==> src/rtl/dc_ctrl_pkg.sv <==
// dc_ctrl_pkg: shared constants for the DC-error window sequencer.
//   DC_ERR_W / DC_ACC_W : default error-sample and accumulator widths
//   ERR_MAX / ERR_MIN   : 1s17 saturation limits of the DC estimate
//   ST_*                : sequencer state encodings
package dc_ctrl_pkg;

    localparam int DC_ERR_W = 18;
    localparam int DC_ACC_W = 38;

    localparam logic signed [DC_ERR_W-1:0] ERR_MAX = {1'b0, {(DC_ERR_W-1){1'b1}}};
    localparam logic signed [DC_ERR_W-1:0] ERR_MIN = {1'b1, {(DC_ERR_W-1){1'b0}}};

    localparam logic [1:0] ST_IDLE  = 2'd0;
    localparam logic [1:0] ST_PRIME = 2'd1;
    localparam logic [1:0] ST_ACCUM = 2'd2;
    localparam logic [1:0] ST_FLUSH = 2'd3;

endpackage

==> src/rtl/dc_round_sat.sv <==
// dc_round_sat: combinational window mean.
//   sum_i  : accumulator dump, signed ACC_W
//   mean_o : (sum_i + 2**(LOG2_WIN-1)) >>> LOG2_WIN, saturated to signed ERR_W
// Rounding is half toward +inf; the add is one bit wider than the sum so it
// cannot wrap.
module dc_round_sat
    import dc_ctrl_pkg::*;
#(
    parameter int LOG2_WIN = 10,
    parameter int ERR_W    = DC_ERR_W,
    parameter int ACC_W    = DC_ACC_W
) (
    input  logic signed [ACC_W-1:0] sum_i,
    output logic signed [ERR_W-1:0] mean_o
);

    localparam logic signed [ACC_W:0] HALF  = (ACC_W+1)'(1) << (LOG2_WIN-1);
    localparam logic signed [ACC_W:0] MAX_W = {{(ACC_W-ERR_W+2){1'b0}}, {(ERR_W-1){1'b1}}};
    localparam logic signed [ACC_W:0] MIN_W = {{(ACC_W-ERR_W+2){1'b1}}, {(ERR_W-1){1'b0}}};

    logic signed [ACC_W:0] rnd;
    logic signed [ACC_W:0] shr;

    always_comb begin
        rnd = $signed({sum_i[ACC_W-1], sum_i}) + HALF;
        shr = rnd >>> LOG2_WIN;
        if (shr > MAX_W)
            mean_o = MAX_W[ERR_W-1:0];
        else if (shr < MIN_W)
            mean_o = MIN_W[ERR_W-1:0];
        else
            mean_o = shr[ERR_W-1:0];
    end

endmodule

==> src/rtl/dc_err_ctrl.sv <==
// dc_err_ctrl: window sequencer for the dc_error accumulator.
//   clk, reset          : clock, synchronous active-high reset
//   start/stop          : run control pulses (stop has priority)
//   continuous          : sampled on start; back-to-back windows when 1
//   sym_en              : symbol strobe, error valid at accumulator input
//   acc_clk_en/acc_clear: accumulator controls (combinational from sym_en)
//   acc_sum             : accumulator dump
//   dc_est/dc_valid/dc_ready : rounded window mean, valid/ready handshake
//   busy                : not IDLE
//   overflow            : sticky, a result was dropped; cleared by accepted start
module dc_err_ctrl
    import dc_ctrl_pkg::*;
#(
    parameter int LOG2_WIN = 10,
    parameter int ERR_W    = DC_ERR_W,
    parameter int ACC_W    = DC_ACC_W
) (
    input  logic                    clk,
    input  logic                    reset,
    input  logic                    start,
    input  logic                    stop,
    input  logic                    continuous,
    input  logic                    sym_en,
    output logic                    acc_clk_en,
    output logic                    acc_clear,
    input  logic signed [ACC_W-1:0] acc_sum,
    output logic signed [ERR_W-1:0] dc_est,
    output logic                    dc_valid,
    input  logic                    dc_ready,
    output logic                    busy,
    output logic                    overflow
);

    localparam logic [LOG2_WIN:0] WIN_C = {1'b1, {LOG2_WIN{1'b0}}};
    localparam logic [LOG2_WIN:0] ONE_C = {{LOG2_WIN{1'b0}}, 1'b1};

    logic [1:0]             state_q, state_d;
    logic [LOG2_WIN:0]      cnt_q, cnt_d;
    logic                   cont_q, cont_d;
    logic                   fl_q, fl_d;     // second FLUSH cycle
    logic                   dump_q, dump_d; // acc_sum holds a real window sum this cycle
    logic                   clr, en;
    logic signed [ERR_W-1:0] est_q, mean;
    logic                   vld_q, ovf_q;
    logic                   start_ok;

    assign start_ok = (state_q == ST_IDLE) && start && !stop;

    always_comb begin
        state_d = state_q;
        cnt_d   = cnt_q;
        cont_d  = cont_q;
        fl_d    = 1'b0;
        dump_d  = 1'b0;
        clr     = 1'b0;
        en      = 1'b0;
        case (state_q)
            ST_IDLE: begin
                if (start_ok) begin
                    state_d = ST_PRIME;
                    cont_d  = continuous;
                    cnt_d   = '0;
                end
            end
            ST_PRIME: begin
                if (stop) begin
                    state_d = ST_IDLE;
                    cnt_d   = '0;
                end else if (sym_en) begin
                    // Dump from this clear is stale and never captured.
                    clr     = 1'b1;
                    cnt_d   = ONE_C;
                    state_d = ST_ACCUM;
                end
            end
            ST_ACCUM: begin
                if (stop) begin
                    state_d = ST_IDLE;
                    cnt_d   = '0;
                end else if (sym_en) begin
                    if (cnt_q == WIN_C) begin
                        // Clear both dumps the window and loads this sample
                        // as sample 1 of the next window.
                        clr    = 1'b1;
                        dump_d = 1'b1;
                        cnt_d  = ONE_C;
                        if (!cont_q)
                            state_d = ST_FLUSH;
                    end else begin
                        en    = 1'b1;
                        cnt_d = cnt_q + ONE_C;
                    end
                end
            end
            ST_FLUSH: begin
                if (stop || fl_q) begin
                    state_d = ST_IDLE;
                    cnt_d   = '0;
                end else begin
                    fl_d = 1'b1;
                end
            end
            default: state_d = ST_IDLE;
        endcase
    end

    dc_round_sat #(
        .LOG2_WIN (LOG2_WIN),
        .ERR_W    (ERR_W),
        .ACC_W    (ACC_W)
    ) u_round_sat (
        .sum_i  (acc_sum),
        .mean_o (mean)
    );

    always_ff @(posedge clk) begin
        if (reset) begin
            state_q <= ST_IDLE;
            cnt_q   <= '0;
            cont_q  <= 1'b0;
            fl_q    <= 1'b0;
            dump_q  <= 1'b0;
            est_q   <= '0;
            vld_q   <= 1'b0;
            ovf_q   <= 1'b0;
        end else begin
            state_q <= state_d;
            cnt_q   <= cnt_d;
            cont_q  <= cont_d;
            fl_q    <= fl_d;
            // An issued dump still lands after stop.
            dump_q  <= dump_d;
            if (start_ok)
                ovf_q <= 1'b0;
            if (dump_q) begin
                // Loads when the slot is free or being accepted this cycle.
                if (!vld_q || dc_ready) begin
                    est_q <= mean;
                    vld_q <= 1'b1;
                end else begin
                    ovf_q <= 1'b1;
                end
            end else if (vld_q && dc_ready) begin
                vld_q <= 1'b0;
            end
        end
    end

    assign acc_clk_en = en & ~reset;
    assign acc_clear  = clr & ~reset;
    assign dc_est     = est_q;
    assign dc_valid   = vld_q;
    assign busy       = (state_q != ST_IDLE);
    assign overflow   = ovf_q;

endmodule
==> config.mk <==
export PLATFORM = sky130hd
export DESIGN_NAME = dc_err_ctrl
export DESIGN_NICKNAME = d
export VERILOG_FILES = /design/src/rtl/dc_ctrl_pkg.sv /design/src/rtl/dc_round_sat.sv /design/src/rtl/dc_err_ctrl.sv
export SDC_FILE = /design/constraint.sdc
export NUM_CORES = 1
export LEC_CHECK = 0
export CORE_MARGIN = 4
export CORE_UTILIZATION = 49
export DETAILED_ROUTE_END_ITERATION = 8
export HOLD_SLACK_MARGIN = 0.05
export PLACE_DENSITY_LB_ADDON = 0.25
export SYNTH_ARGS = -nofsm -noshare
export SYNTH_HDL_FRONTEND = slang
export SYNTH_SLANG_ARGS = --single-unit
==> constraint.sdc <==
create_clock -name clk -period 3.6 [get_ports clk]
set_input_delay 0.9 -clock clk [delete_from_list [all_inputs] [get_ports clk]]
set_output_delay 0.9 -clock clk [all_outputs]
set_load 0.02 [all_outputs]
After elaboration in Yosys (flattened, before gate mapping)
Index checks and enable logic that the tools add are counted.

Bits in registers: 36. Input port bits: 45.

Add/sub/neg operators: 2. $lt $le $gt $ge: 2. Eq/ne operators: 11. Muxes and demuxes: 36. Bitwise gates (word level): 5. Reduce and logical (&&, ||, !) cells: 17.

Operators with widths (number): two-way mux 11 bit (7); case mux 11 bit (4 select lines) (1); adder 38 x 11 -> 39 bit (second input constant) (1); two-way mux 18 bit (2); greater-than comparator 29 x 18 -> 1 bit (second input constant) (1); less-than comparator 29 x 18 -> 1 bit (second input constant) (1); two-way mux 1 bit (16); two-way mux 2 bit (8); inequality test 3 bit (second input constant) (4); adder 11 x 1 -> 11 bit (second input constant) (1); == test 11 bit (second input constant) (1); case mux 2 bit (4 select lines) (1); AND reduction 2 bit (3); AND reduction 6 bit (1); == test 2 bit (second input constant) (2); inequality test 2 bit (second input constant) (2); AND reduction 4 bit (1); nonzero test 2 bit (2); OR reduction 2 bit (2); logical AND 1 bit (3); inverter 1 bit (3); bitwise AND 1 bit (2); == test 2 x 1 -> 1 bit (second input constant) (1); zero test 1 bit (2); 4 further kinds (5).

Depth between registers and ports, before layout
Word-level depth: 6. Mapped depth: 9. Mapped depth without buffers: 9.

Modules after synthesis
From an unflattened synthesis, not the netlist that was laid out.

Cell total of the unflattened synthesis: 362. Area total of the unflattened synthesis: 2979.1 µm².

Modules (own cells, without submodules): dc_err_ctrl (instances 1, cells each 202, area each 1783.0 µm²); dc_round_sat (instances 1, cells each 160, area each 1196.1 µm²).

Worst setup path after synthesis
Ideal clock, no wire load.

Path type: in2reg. From: input port acc_sum[9]. To: register est_q[12] (netlist: dc_est[12]). Data arrival time: 2.787 ns. Path slack: 0.740 ns. Stages: 9. Path through: ha_1 nand4_1 nor3_4 and4_1 o21ai_2 a2111oi_4 a31oi_4 buf_6 o211ai_2.

Word-level cells in the longest chain between the ends: 4. Elaborated cells between the ends (all ways): 5.

RTL lines: start: declaration (RTL line dc_err_ctrl.sv:26) `input logic signed [ACC_W-1:0] acc_sum,`; adder 38 x 11 -> 39 bit (*) (RTL line dc_round_sat.sv:25) `rnd = $signed({sum_i[ACC_W-1], sum_i}) + HALF;`; less-than comparator 29 x 18 -> 1 bit (RTL line dc_round_sat.sv:29) `else if (shr < MIN_W)`; two-way mux 18 bit (RTL line dc_round_sat.sv:29); two-way mux 18 bit (*) (RTL line dc_round_sat.sv:27) `if (shr > MAX_W)`; end signal: assignment (RTL line dc_err_ctrl.sv:138) `est_q <= mean;`; end: declaration (RTL line dc_err_ctrl.sv:43) `logic signed [ERR_W-1:0] est_q, mean;`.

Mark *: on every way between the ends. The rest lies on a longest branch, timed or not. A chain may end at the register's enable or synchronous reset.

Worst setup path after layout
From: input port stop. To: output port acc_clear.

Word-level cells in the longest chain between the ends: 3. Elaborated cells between the ends (all ways): 4.

RTL lines: start: declaration (RTL line dc_err_ctrl.sv:21) `input logic stop,`; two-way mux 1 bit, on equally long branches (RTL line dc_err_ctrl.sv:77, dc_err_ctrl.sv:66); case mux 1 bit (2 select lines) (*) (RTL line dc_err_ctrl.sv:57) `case (state_q)`; bitwise AND 1 bit (*) (RTL line dc_err_ctrl.sv:150) `assign acc_clear = clr & ~reset;`; end: declaration (RTL line dc_err_ctrl.sv:25) `output logic acc_clear,`.

Marked as above.

==> impl_metrics.prom <==
# TYPE chip_impl_metric gauge
chip_impl_info{name="status",value="completed"} 1
chip_impl_info{name="yosys.cell_count.top_type",value="sky130_fd_sc_hd__nand2_1"} 1
chip_impl_info{name="worstSetupStartpoint",value="stop"} 1
chip_impl_metric{name="i_o_pin_count",unit=""} 68
chip_impl_metric{name="setup-tns-final",unit="ns"} 0
chip_impl_metric{name="cts.clk_slew.worst_paths",unit="ns"} 0.08
chip_impl_metric{name="async_flop_share",unit="%"} 0
chip_impl_metric{name="internal_power",unit="mW"} 0.657
chip_impl_metric{name="wl_met1",unit="µm"} 2820
chip_impl_metric{name="seq_power_share",unit="%"} 44.5
chip_impl_metric{name="yosys_warnings",unit=""} 0
chip_impl_metric{name="dpl_cell_area",unit="µm²"} 3450
chip_impl_info{name="critical_path.endpoint",value="acc_clear"} 1
chip_impl_info{name="startpoint_class_of_the_critical_path",value="input port"} 1
chip_impl_metric{name="worst_slew_margin_relative_to_its_limit",unit="%"} 61.0
chip_impl_metric{name="sequential_element_share_of_the_synthesized_area",unit="%"} 28.5
chip_impl_metric{name="clockBufferDepth",unit=""} 2
chip_impl_info{name="critical_path.endpoint_type",value="output port"} 1
chip_impl_metric{name="wl_met2",unit="µm"} 3480
chip_impl_info{name="worstSetupPathType",value="input port to output port"} 1
chip_impl_metric{name="detail_route.first_pass.iterations",unit=""} 4
chip_impl_metric{name="core",unit="µm²"} 4850
chip_impl_info{name="ys_top_cells_by_area",value="sky130_fd_sc_hd__dfxtp_1 (29%), sky130_fd_sc_hd__xor2_1 (6.2%), sky130_fd_sc_hd__nand2_1 (5.6%), sky130_fd_sc_hd__o211ai_2 (4.5%), sky130_fd_sc_hd__nor2_1 (4.2%)"} 1
chip_impl_metric{name="postCtsSetupRepairBufs",unit=""} 0
chip_impl_metric{name="numClockSinks",unit=""} 36
chip_impl_metric{name="synth_cell_type_count",unit=""} 60
chip_impl_metric{name="antenna_found_initial",unit=""} 0
chip_impl_metric{name="power_leakage",unit="nW"} 1.32
chip_impl_metric{name="routed_wire_length_per_instance",unit="µm"} 14.6
chip_impl_metric{name="design_area",unit="µm²"} 3540
chip_impl_metric{name="timing.hold.ws",unit="ns"} 0.467
chip_impl_metric{name="final-setup-viol-count",unit=""} 0
chip_impl_metric{name="detailedRoute.firstIterationViolations",unit=""} 78
chip_impl_metric{name="postLayoutCoreUtil",unit="%"} 73.0
chip_impl_metric{name="arrival_time_at_the_worst_endpoint",unit="ns"} 2.65
chip_impl_metric{name="combinationalPowerShare",unit="%"} 22.1
chip_impl_metric{name="pin_count_of_the_biggest_net_entering_global_routing",unit=""} 17
chip_impl_metric{name="reg2reg_setup_slack",unit="ns"} 1.41
chip_impl_metric{name="cts_buffers",unit=""} 5
chip_impl_info{name="crit-reg2reg-launch",value="state_q[0]"} 1
chip_impl_metric{name="insertion_delay",unit="ns"} 0.30
chip_impl_metric{name="netlist.area_leader.share",unit="%"} 28.5
chip_impl_metric{name="switchingPower",unit="mW"} 0.256
chip_impl_metric{name="timing.critical_path.required",unit="ns"} 2.70
chip_impl_metric{name="totalWireLength",unit="µm"} 6840
chip_impl_metric{name="grt-ovfl-total",unit=""} 0
chip_impl_metric{name="n_antenna_cell",unit=""} 0
chip_impl_metric{name="drive_above_1_share",unit="%"} 17.9
chip_impl_metric{name="postLayoutSetupSlackWorst",unit="ns"} 0.0523
chip_impl_metric{name="via_per_inst",unit=""} 5.64
chip_impl_metric{name="cts_hold_buf",unit=""} 0
chip_impl_metric{name="timing.final.crit_period",unit="ns"} 3.55
chip_impl_metric{name="post_cts.resized_instances",unit=""} 0
chip_impl_metric{name="die_area",unit="µm²"} 6370
chip_impl_metric{name="final_cell_count_no_fill",unit=""} 470
chip_impl_metric{name="io_buffers",unit=""} 58
chip_impl_info{name="hold_crit_class",value="flop to flop"} 1
chip_impl_metric{name="netlist_area",unit="µm²"} 2530
chip_impl_metric{name="die_w",unit="µm"} 79.8
chip_impl_metric{name="worst_pin_slew",unit="ns"} 0.579
chip_impl_metric{name="fin_total_pwr",unit="mW"} 0.913
chip_impl_metric{name="clock-skew-final",unit="ns"} 0.0111
chip_impl_metric{name="placed_cells",unit=""} 462
chip_impl_metric{name="max_freq",unit="MHz"} 282
chip_impl_info{name="uppermost_layer_routed",value="met4"} 1
chip_impl_metric{name="postSynthCellCount",unit=""} 307
chip_impl_metric{name="power_per_cell_area",unit="nW/µm²"} 258
chip_impl_metric{name="vias_in_the_first_global_route",unit=""} 2680
chip_impl_info{name="ys_top_cells_by_count",value="sky130_fd_sc_hd__nand2_1 (38), sky130_fd_sc_hd__dfxtp_1 (36), sky130_fd_sc_hd__nor2_1 (28), sky130_fd_sc_hd__nand3_1 (19), sky130_fd_sc_hd__xor2_1 (18)"} 1
chip_impl_metric{name="ys_seq_elements",unit=""} 36
chip_impl_metric{name="fin_crit_sh",unit="%"} 98.5
chip_impl_metric{name="synthesized_net_count",unit=""} 359
chip_impl_metric{name="floorplan.initialDensity",unit="%"} 52.1
chip_impl_metric{name="synth-edff-count",unit=""} 0
chip_impl_metric{name="wl_met3",unit="µm"} 361
chip_impl_metric{name="cts_max_level",unit=""} 2
chip_impl_metric{name="slew_violations",unit=""} 0
chip_impl_info{name="cts.root.buffer_cell",value="sky130_fd_sc_hd__clkbuf_8"} 1
chip_impl_metric{name="drt_drc_violations_left",unit=""} 0
chip_impl_metric{name="rows",unit=""} 25
chip_impl_metric{name="vias",unit=""} 2653
chip_impl_metric{name="drtAntennaViolNets",unit=""} 0
chip_impl_metric{name="count_of_endpoints_failing_hold_in_the_final_timing_report",unit=""} 0
chip_impl_info{name="rsz_0062_raised_after_global_routing",value="no"} 1
chip_impl_metric{name="hpwl",unit="µm"} 5350
chip_impl_info{name="r2r_end",value="cnt_q[7]"} 1
chip_impl_metric{name="die_height",unit="µm"} 79.8
chip_impl_metric{name="syn_area_per_cell",unit="µm²"} 8.23
chip_impl_metric{name="timing.max_cap.violations",unit=""} 0
chip_impl_metric{name="clockPowerShare",unit="%"} 33.4
chip_impl_metric{name="finish.net_count",unit=""} 454
chip_impl_info{name="synth_largest_area_cell",value="sky130_fd_sc_hd__dfxtp_1"} 1
chip_impl_info{name="ys_dominant_reg_cell",value="sky130_fd_sc_hd__dfxtp_1"} 1
chip_impl_metric{name="dp_worst_setup_slack",unit="ns"} 0.0871
chip_impl_metric{name="ir_drop",unit="µV"} 188
chip_impl_metric{name="grt_use_total",unit="%"} 22.6
chip_impl_info{name="cts_tree",value="yes"} 1
chip_impl_metric{name="crit_fanout",unit=""} 6
chip_impl_metric{name="syn2layout_area_growth",unit="%"} 40.2
chip_impl_metric{name="grt_pass1_wl",unit="µm"} 11400
chip_impl_metric{name="power_switching_share",unit="%"} 28.1
chip_impl_metric{name="routability_congestion",unit=""} 0.936
chip_impl_metric{name="r2r_cells",unit=""} 8
## worst min-delay path by stage
stage	slack, ns	cells after the start	end	from
after floorplan	0.46	2	fl_q	fl_q
after global placement	0.45	2	dc_est[4]	dc_est[4]
after detailed placement	0.46	2	dc_est[17]	dc_est[17]
after CTS	0.47	2	dc_est[17]	dc_est[17]
after global routing	0.50	2	dc_est[17]	dc_est[17]
final	0.47	2	dc_est[17]	dc_est[17]
## power by group through the flow
stage          Combinational [mW]  Clock (mW)  Sequential, mW
6_report                    0.202       0.305           0.406
3_3_place_gp                0.196           0           0.414
4_1_cts                     0.201       0.313           0.406
5_1_grt                     0.219       0.328           0.406
2_1_floorplan              0.0939           0           0.414
3_5_place_dp                0.199           0           0.415
## cell type report
class	count	area, µm²
Sequential cell	36	721
Inverter	8	30.0
Tap cell	67	83.8
Clock buffer	8	90.1
Timing Repair Buffer	97	898
Multi-Input combinational cell	254	1720
Fill cell	385	1310
## metal layers
layer  global-route usage (%)  vias to the layer above
met4                     11.3                        0
met1                     24.2                     1239
met5                        0                        -
met3                     6.32                       16
met2                     40.4                       79
li1                         -                     1319
## worst max-delay path, cell delays in order
cell and delay [ns]:
sky130_fd_sc_hd__clkdlybuf4s50_1 0.50, sky130_fd_sc_hd__nand2b_1 0.21, sky130_fd_sc_hd__nor3_1 0.26, sky130_fd_sc_hd__o21a_1 0.18, sky130_fd_sc_hd__clkdlybuf4s50_1 0.59
## cells in the final DEF, fill, tap and decap left out, types with 2 or more instances in the layout
cell,instances
sky130_fd_sc_hd__a211o_1,2
sky130_fd_sc_hd__a211oi_1,3
sky130_fd_sc_hd__a21oi_1,8
sky130_fd_sc_hd__a31oi_1,2
sky130_fd_sc_hd__and2_1,3
sky130_fd_sc_hd__and3_1,6
sky130_fd_sc_hd__and3_2,2
sky130_fd_sc_hd__and4_1,2
sky130_fd_sc_hd__buf_12,2
sky130_fd_sc_hd__buf_4,37
sky130_fd_sc_hd__clkbuf_1,2
sky130_fd_sc_hd__clkbuf_8,6
sky130_fd_sc_hd__clkdlybuf4s50_1,58
sky130_fd_sc_hd__dfxtp_1,36
sky130_fd_sc_hd__ha_1,7
sky130_fd_sc_hd__inv_1,8
sky130_fd_sc_hd__mux2i_1,5
sky130_fd_sc_hd__nand2_1,38
sky130_fd_sc_hd__nand2b_1,7
sky130_fd_sc_hd__nand3_1,19
sky130_fd_sc_hd__nand3b_1,2
sky130_fd_sc_hd__nand4_1,12
sky130_fd_sc_hd__nand4_2,2
sky130_fd_sc_hd__nor2_1,28
sky130_fd_sc_hd__nor2b_1,6
sky130_fd_sc_hd__nor3_1,3
sky130_fd_sc_hd__nor3_2,2
sky130_fd_sc_hd__nor4_1,7
sky130_fd_sc_hd__o2111ai_1,2
sky130_fd_sc_hd__o211ai_1,6
sky130_fd_sc_hd__o211ai_2,9
sky130_fd_sc_hd__o21ai_0,11
sky130_fd_sc_hd__or3_1,5
sky130_fd_sc_hd__or3b_2,2
sky130_fd_sc_hd__or4_4,2
sky130_fd_sc_hd__xnor2_1,8
sky130_fd_sc_hd__xor2_1,18
## registers in the layout (all words and copies together), names as in the netlist
register,cells
dump_q,1
dc_valid,1
fl_q,1
cnt_q,11
overflow,1
dc_est,18
state_q,2
cont_q,1
## logic make-up (layout without fill, tap and decap cells)
family | after synthesis | count (layout) | synth area share [%]
compound gates | 60 | 60 | 19.9
xor+xnor | 26 | 26 | 9.01
fa+ha+maj | 7 | 7 | 3.47
buf+inv | 17 | 113 | 3.47
flops | 36 | 36 | 28.5
mux | 5 | 5 | 1.98
simple gates | 156 | 156 | 33.6
Note: power is estimated with default switching activity, not from simulation.
